===== src/rtl/i2c_reg_bank.sv =====
// Parametrised I2C register bank: pointer-load/auto-increment transactions, post-reset clear sweep, sticky error flag.
// Optional write protection above WP_BASE is enabled by defining I2C_REG_BANK_WRITE_PROTECT_EN.
module i2c_reg_bank #(
    parameter int unsigned DATA_W = 8,
    parameter int unsigned ADDR_W = 7,
    parameter int unsigned DEPTH  = 128,
    parameter bit          WRAP   = 1'b1
`ifdef I2C_REG_BANK_WRITE_PROTECT_EN
    ,
    parameter int unsigned WP_BASE = DEPTH / 2
`endif
) (
    input  logic              clock_in,
    input  logic              reset_in,
    input  logic              start_in,
    input  logic              dir_in,
    input  logic              stop_in,
    input  logic              wr_valid_in,
    input  logic [DATA_W-1:0] wr_data_in,
    input  logic              rd_req_in,
    output logic [DATA_W-1:0] rd_data_out,
    output logic              rd_valid_out,
    output logic [ADDR_W-1:0] ptr_out,
    output logic              busy_out,
    output logic              err_out
`ifdef I2C_REG_BANK_WRITE_PROTECT_EN
    ,
    input  logic              wp_in
`endif
);

    typedef enum logic [2:0] {S_INIT, S_IDLE, S_ADDR, S_WRITE, S_READ} state_t;

    localparam logic [ADDR_W:0]   DEPTH_X  = (ADDR_W + 1)'(DEPTH);
    localparam logic [ADDR_W-1:0] LAST_CNT = ADDR_W'(DEPTH - 1);

    state_t              state_q, state_d;
    logic [ADDR_W-1:0]   ptr_q, ptr_d;
    logic [ADDR_W-1:0]   cnt_q, cnt_d;
    logic                sat_q, sat_d;
    logic                err_q, err_d;
    logic [DATA_W-1:0]   rd_data_q, rd_data_d;
    logic                rd_valid_q, rd_valid_d;
    logic [DATA_W-1:0]   mem_q [DEPTH];

    logic                mem_we;
    logic [ADDR_W-1:0]   mem_waddr;
    logic [DATA_W-1:0]   mem_wdata;

    logic [ADDR_W:0]     ptr_inc;
    logic                at_last;
    logic [ADDR_W-1:0]   ptr_next;
    logic                sat_next;
    logic                access_ok;
    logic                wp_block;

    // ptr+1 reaching DEPTH means ptr sits on the last implemented location
    assign ptr_inc   = {1'b0, ptr_q} + 1'b1;
    assign at_last   = (ptr_inc == DEPTH_X);
    assign ptr_next  = at_last ? (WRAP ? '0 : ptr_q) : ptr_inc[ADDR_W-1:0];
    assign sat_next  = at_last && !WRAP;
    assign access_ok = ({1'b0, ptr_q} < DEPTH_X) && !sat_q;

`ifdef I2C_REG_BANK_WRITE_PROTECT_EN
    localparam logic [ADDR_W:0] WP_X = (ADDR_W + 1)'(WP_BASE);
    assign wp_block = wp_in && ({1'b0, ptr_q} >= WP_X);
`else
    assign wp_block = 1'b0;
`endif

    always_ff @(posedge clock_in) begin
        if (!reset_in) state_q <= S_INIT;
        else           state_q <= state_d;
    end

    always_comb begin
        state_d = state_q;
        case (state_q)
            S_INIT: begin
                if (cnt_q == LAST_CNT) state_d = S_IDLE;
            end
            default: begin
                if (start_in)                              state_d = dir_in ? S_READ : S_ADDR;
                else if (stop_in)                          state_d = S_IDLE;
                else if (state_q == S_ADDR && wr_valid_in) state_d = S_WRITE;
            end
        endcase
    end

    always_comb begin
        busy_out     = (state_q == S_INIT);
        err_out      = err_q;
        ptr_out      = ptr_q;
        rd_data_out  = rd_data_q;
        rd_valid_out = rd_valid_q;
    end

    // Datapath: protocol events (start over stop) pre-empt any data pulse in the same cycle.
    always_comb begin
        ptr_d      = ptr_q;
        cnt_d      = cnt_q;
        sat_d      = sat_q;
        err_d      = err_q;
        rd_data_d  = rd_data_q;
        rd_valid_d = 1'b0;
        mem_we     = 1'b0;
        mem_waddr  = ptr_q;
        mem_wdata  = wr_data_in;
        if (state_q == S_INIT) begin
            mem_we    = 1'b1;
            mem_waddr = cnt_q;
            mem_wdata = '0;
            cnt_d     = cnt_q + 1'b1;
            if (start_in || wr_valid_in || rd_req_in) err_d = 1'b1;
        end else if (start_in) begin
            err_d = 1'b0;
        end else if (!stop_in) begin
            case (state_q)
                S_ADDR: begin
                    if (wr_valid_in) begin
                        ptr_d = wr_data_in[ADDR_W-1:0];
                        sat_d = 1'b0;
                    end
                    if (rd_req_in) err_d = 1'b1;
                end
                S_WRITE: begin
                    if (wr_valid_in) begin
                        if (!access_ok) begin
                            err_d = 1'b1;
                        end else begin
                            if (wp_block) err_d  = 1'b1;
                            else          mem_we = 1'b1;
                            ptr_d = ptr_next;
                            sat_d = sat_next;
                        end
                    end
                    if (rd_req_in) err_d = 1'b1;
                end
                S_READ: begin
                    if (rd_req_in) begin
                        rd_valid_d = 1'b1;
                        if (access_ok) begin
                            rd_data_d = mem_q[ptr_q];
                            ptr_d     = ptr_next;
                            sat_d     = sat_next;
                        end else begin
                            rd_data_d = '0;
                            err_d     = 1'b1;
                        end
                    end
                    if (wr_valid_in) err_d = 1'b1;
                end
                default: begin
                    if (wr_valid_in || rd_req_in) err_d = 1'b1;
                end
            endcase
        end
    end

    always_ff @(posedge clock_in) begin
        if (!reset_in) begin
            ptr_q      <= '0;
            cnt_q      <= '0;
            sat_q      <= 1'b0;
            err_q      <= 1'b0;
            rd_data_q  <= '0;
            rd_valid_q <= 1'b0;
        end else begin
            ptr_q      <= ptr_d;
            cnt_q      <= cnt_d;
            sat_q      <= sat_d;
            err_q      <= err_d;
            rd_data_q  <= rd_data_d;
            rd_valid_q <= rd_valid_d;
        end
    end

    always_ff @(posedge clock_in) begin
        if (reset_in && mem_we) mem_q[mem_waddr] <= mem_wdata;
    end

endmodule

===== config.mk =====
export PLATFORM = sky130hd
export DESIGN_NAME = i2c_reg_bank
export DESIGN_NICKNAME = d
export VERILOG_FILES = /design/src/rtl/i2c_reg_bank.sv
export SDC_FILE = /design/constraint.sdc
export NUM_CORES = 1
export LEC_CHECK = 0
export BUFFER_PORTS_ARGS = -buffer_cell sky130_fd_sc_hd__buf_2
export CAP_MARGIN = 20
export CORE_ASPECT_RATIO = 0.7
export CORE_MARGIN = 4
export CORE_UTILIZATION = 30
export CTS_CLUSTER_DIAMETER = 150
export CTS_CLUSTER_SIZE = 24
export DETAILED_ROUTE_END_ITERATION = 7
export PLACE_DENSITY = 0.49
export SYNTH_ARGS = -nofsm -noshare
export SYNTH_HDL_FRONTEND = slang
export SYNTH_SLANG_ARGS = --single-unit
export TNS_END_PERCENT = 50

===== constraint.sdc =====
create_clock -name clock_in -period 5.54 [get_ports clock_in]
set_input_delay 0.277 -clock clock_in [delete_from_list [all_inputs] [get_ports clock_in]]
set_output_delay 0.277 -clock clock_in [all_outputs]
set_load 0.02 [all_outputs]

==> reports/metrics.json <==
{
  "clock_path_buffers": {"value": 3},
  "worst_slack": {"value": 1.18, "unit": "ns"},
  "finalSetupTns": {"value": 0, "unit": "ns"},
  "number_of_enable_type_register_cells_in_the_synthesized_netlist": {"value": 1024},
  "async_flop_share": {"value": 0, "unit": "%"},
  "globalplace.congestion": {"value": 0.822},
  "number_of_buffers_created_by_cts": {"value": 50},
  "power.density": {"value": 285, "unit": "mW/mm2"},
  "post_synthesis_sequential_element_count": {"value": 1058},
  "timing.final.hold_violations": {"value": 0},
  "cp-startpoint": {"value": "state_q[1]"},
  "r2r_slack": {"value": 1.18, "unit": "ns"},
  "die_width": {"value": 454, "unit": "um"},
  "drv_slew": {"value": 0},
  "grt_first_pass_wirelength": {"value": 166, "unit": "mm"},
  "fp-row-count": {"value": 114},
  "fin_crit": {"value": 4.36, "unit": "ns"},
  "number_of_global_route_vias_before_repair": {"value": 21000},
  "fin_hold_ws": {"value": 0.0636, "unit": "ns"},
  "worst-setup-path-type": {"value": "reg -> reg"},
  "post_layout_nonfiller_instances": {"value": 4069},
  "clock_power_share": {"value": 32.7, "unit": "%"},
  "layout_commonest_cell": {"value": "edfxtp_1"},
  "synthesis.nets": {"value": 2191},
  "root_buffer": {"value": "clkbuf_16"},
  "worstSkewPairLatency": {"value": 0.67, "unit": "ns"},
  "detailedRoute.firstPassIterationCount": {"value": 6},
  "worstPathArrival": {"value": 4.65, "unit": "ns"},
  "yosysTopAreaCell": {"value": "edfxtp_1"},
  "max_cap_viol_count": {"value": 0},
  "gr-total-overflow": {"value": 0},
  "portBuffers": {"value": 32},
  "required": {"value": 5.83, "unit": "ns"},
  "netlist_instances": {"value": 2174},
  "top_cell_type_s_share_of_synthesized_area": {"value": 73.6, "unit": "%"},
  "cts_tree": {"value": "built"},
  "cts.sink_count": {"value": 1058},
  "end_kind": {"value": "register"},
  "outcome": {"value": "finished, final reports clean"},
  "post_synth_main_area_contributors": {"value": "edfxtp_1, mux4_2, mux2i_1"},
  "timing.fmax": {"value": 229, "unit": "MHz"},
  "ys_seq_area_share": {"value": 75.2, "unit": "%"},
  "wl_per_cell": {"value": 29.0, "unit": "um"},
  "detail_route.drc_violations": {"value": 0},
  "place_area": {"value": 0.0441, "unit": "mm2"},
  "critical_path.reg2reg.endpoint": {"value": "mem_q[95][0]"},
  "most-common-layout-cells": {"value": "edfxtp_1, mux4_2, nor2_1"},
  "post-route-period-util": {"value": 78.7, "unit": "%"},
  "antenna_found_initial": {"value": 6},
  "synth.distinct_cells": {"value": 60},
  "tightestPinTransition": {"value": 1.06, "unit": "ns"},
  "reg2reg_from": {"value": "state_q[1]"},
  "syn_to_final_growth": {"value": 9.18, "unit": "%"},
  "initial_core_util": {"value": 30.2, "unit": "%"},
  "routed_via_density": {"value": 5.33},
  "start_kind": {"value": "register"},
  "final_layout_size_suffix_gt1_share": {"value": 16.8, "unit": "%"},
  "skew": {"value": 0.0356, "unit": "ns"},
  "num_io_pins": {"value": 33},
  "switching_power": {"value": 2.58, "unit": "mW"},
  "final_util": {"value": 33.0, "unit": "%"},
  "placed_cells_incl_taps": {"value": 3985},
  "seqPwrFrac": {"value": 66.4, "unit": "%"},
  "count_of_fill_cells_added_during_filler_insertion": {"value": 12900},
  "drtIter0Drc": {"value": 2766},
  "crit_path_end": {"value": "mem_q[95][0]"},
  "global_route_usage_sum": {"value": 15.9, "unit": "%"},
  "ant_nets": {"value": 0},
  "synth-main-ff-cell": {"value": "edfxtp_1"},
  "power": {"value": 13.0, "unit": "mW"},
  "hold_class": {"value": "in -> reg"},
  "h-tree-depth": {"value": 2},
  "maxSlewHeadroom": {"value": 29.4, "unit": "%"},
  "net_switching_fraction_of_the_power": {"value": 19.8, "unit": "%"},
  "irDropWorstVdd": {"value": 0.000251, "unit": "V"},
  "pre_cts_ws": {"value": 1.22, "unit": "ns"},
  "postLayoutCellArea": {"value": 0.0456, "unit": "mm2"},
  "dp_hpwl": {"value": 72.9, "unit": "mm"},
  "finalSetupViolations": {"value": 0},
  "core_area": {"value": 0.138, "unit": "mm2"},
  "post_synth_instance_area": {"value": 0.0418, "unit": "mm2"},
  "cts_clk_pin_slew_worst_paths": {"value": 0.10, "unit": "ns"},
  "timing.critical_path.fanout_max": {"value": 39},
  "die_area": {"value": 0.145, "unit": "mm2"},
  "static-leakage-power": {"value": 13.2, "unit": "nW"},
  "grt_start_max_net_pins": {"value": 129},
  "die_h": {"value": 320, "unit": "um"},
  "power.combinational.fraction": {"value": 0.9, "unit": "%"},
  "synthesis.area_per_instance": {"value": 19.2, "unit": "um2"},
  "grt_setup_unrepaired": {"value": "no"},
  "ff_to_ff_path_depth": {"value": 7},
  "totalWireLength": {"value": 118, "unit": "mm"},
  "yosys_warnings": {"value": 0},
  "internal_power": {"value": 10.4, "unit": "mW"},
  "detailroute.via_count": {"value": 21700},
  "finalNetCount": {"value": 2207}
}
==> critical path: stages (launching register included) <==
cell     delay, ns
dfxtp_1       0.43
nor2_1        0.28
nand2_2       0.21
inv_2         0.67
and2_1        0.34
a21o_1        0.27
nand3_2       0.85
nor2_1        0.92
==> final cells by class <==
type	instances	area [um2]	share of cell area, %
clock inverters	1	30.0	0.0658
clock buffers	73	1400	3.07
flip-flops and latches	1058	31400	68.9
well taps	1856	2320	5.09
inverters	9	33.8	0.0740
diodes	1	2.50	0.00548
repair buffers	83	711	1.56
multi-input cells	988	9690	21.2
==> power by group through the flow <==
stage / registers (mW) / logic (mW) / clock network [mW]
6_report: 8.64 / 0.112 / 4.26
5_1_grt: 8.65 / 0.117 / 4.65
2_1_floorplan: 8.83 / 0.0479 / 0
3_5_place_dp: 8.83 / 0.108 / 0
3_3_place_gp: 8.83 / 0.107 / 0
4_1_cts: 8.64 / 0.111 / 4.34
==> state kept, by name, indices dropped and copies added, names as in the netlist, named ones only <==
name,count
rd_valid_out,1
state_q,3
ptr_out,7
mem_q,1024
cnt_q,7
err_out,1
rd_data_out,8
==> cell families after synthesis <==
family                     count (synthesis)  share of synthesized area (%)
AOI/OAI and AO/OA                        272                           4.56
xor gates and xnor gates                   5                          0.105
adders and majority gates                  2                         0.0599
buffers and inverters                    128                           1.89
DFF                                     1058                           75.2
muxes                                    344                           14.2
and+or+nand+nor                          365                           4.03
==> synthesized netlist by cell type (7+ instances only) <==
cell and number:
edfxtp_1 1024, mux4_2 190, nor2_1 168, mux2i_1 133
a22oi_1 67, nand2_1 58, o21ai_0 56, clkbuf_1 38
nor2b_1 35, dfxtp_1 34, a211oi_1 33, nand3_1 30
buf_2 28, buf_4 28, a21oi_1 24, a221oi_1 22
buf_6 21, mux2_2 16, nor3_1 16, nand2b_1 14
o22ai_1 14, o211ai_1 10, a2111oi_0 8, and3_1 8
inv_1 7
==> worst min path at each step <==
stage / from / endpoint / slack [ns] / depth (start not counted)
floorplan: dir_in / state_q[2] / 0.43 / 2
detailed placement: err_out / err_out / 0.47 / 2
finish: wr_data_in[6] / ptr_out[6] / 0.06 / 5
CTS: stop_in / state_q[2] / 0.02 / 4
global route: stop_in / state_q[2] / 0.05 / 4
global placement: err_out / err_out / 0.46 / 2
==> per-layer routing <==
layer	routed length [um]	global-route usage [%]	share of wire, %
met1	56000	25.3	47
met2	49500	22.1	42
met3	10300	3.53	8.7
met4	2280	3.33	1.9
met5	0	0	0
==> timing repair <==
item,CTS,global route
setup buffers,0,0
hold endpoints to repair,18,0
gates resized for setup,0,0
hold buffers,7,0
No activity file was read; power rests on OpenSTA's default activity.
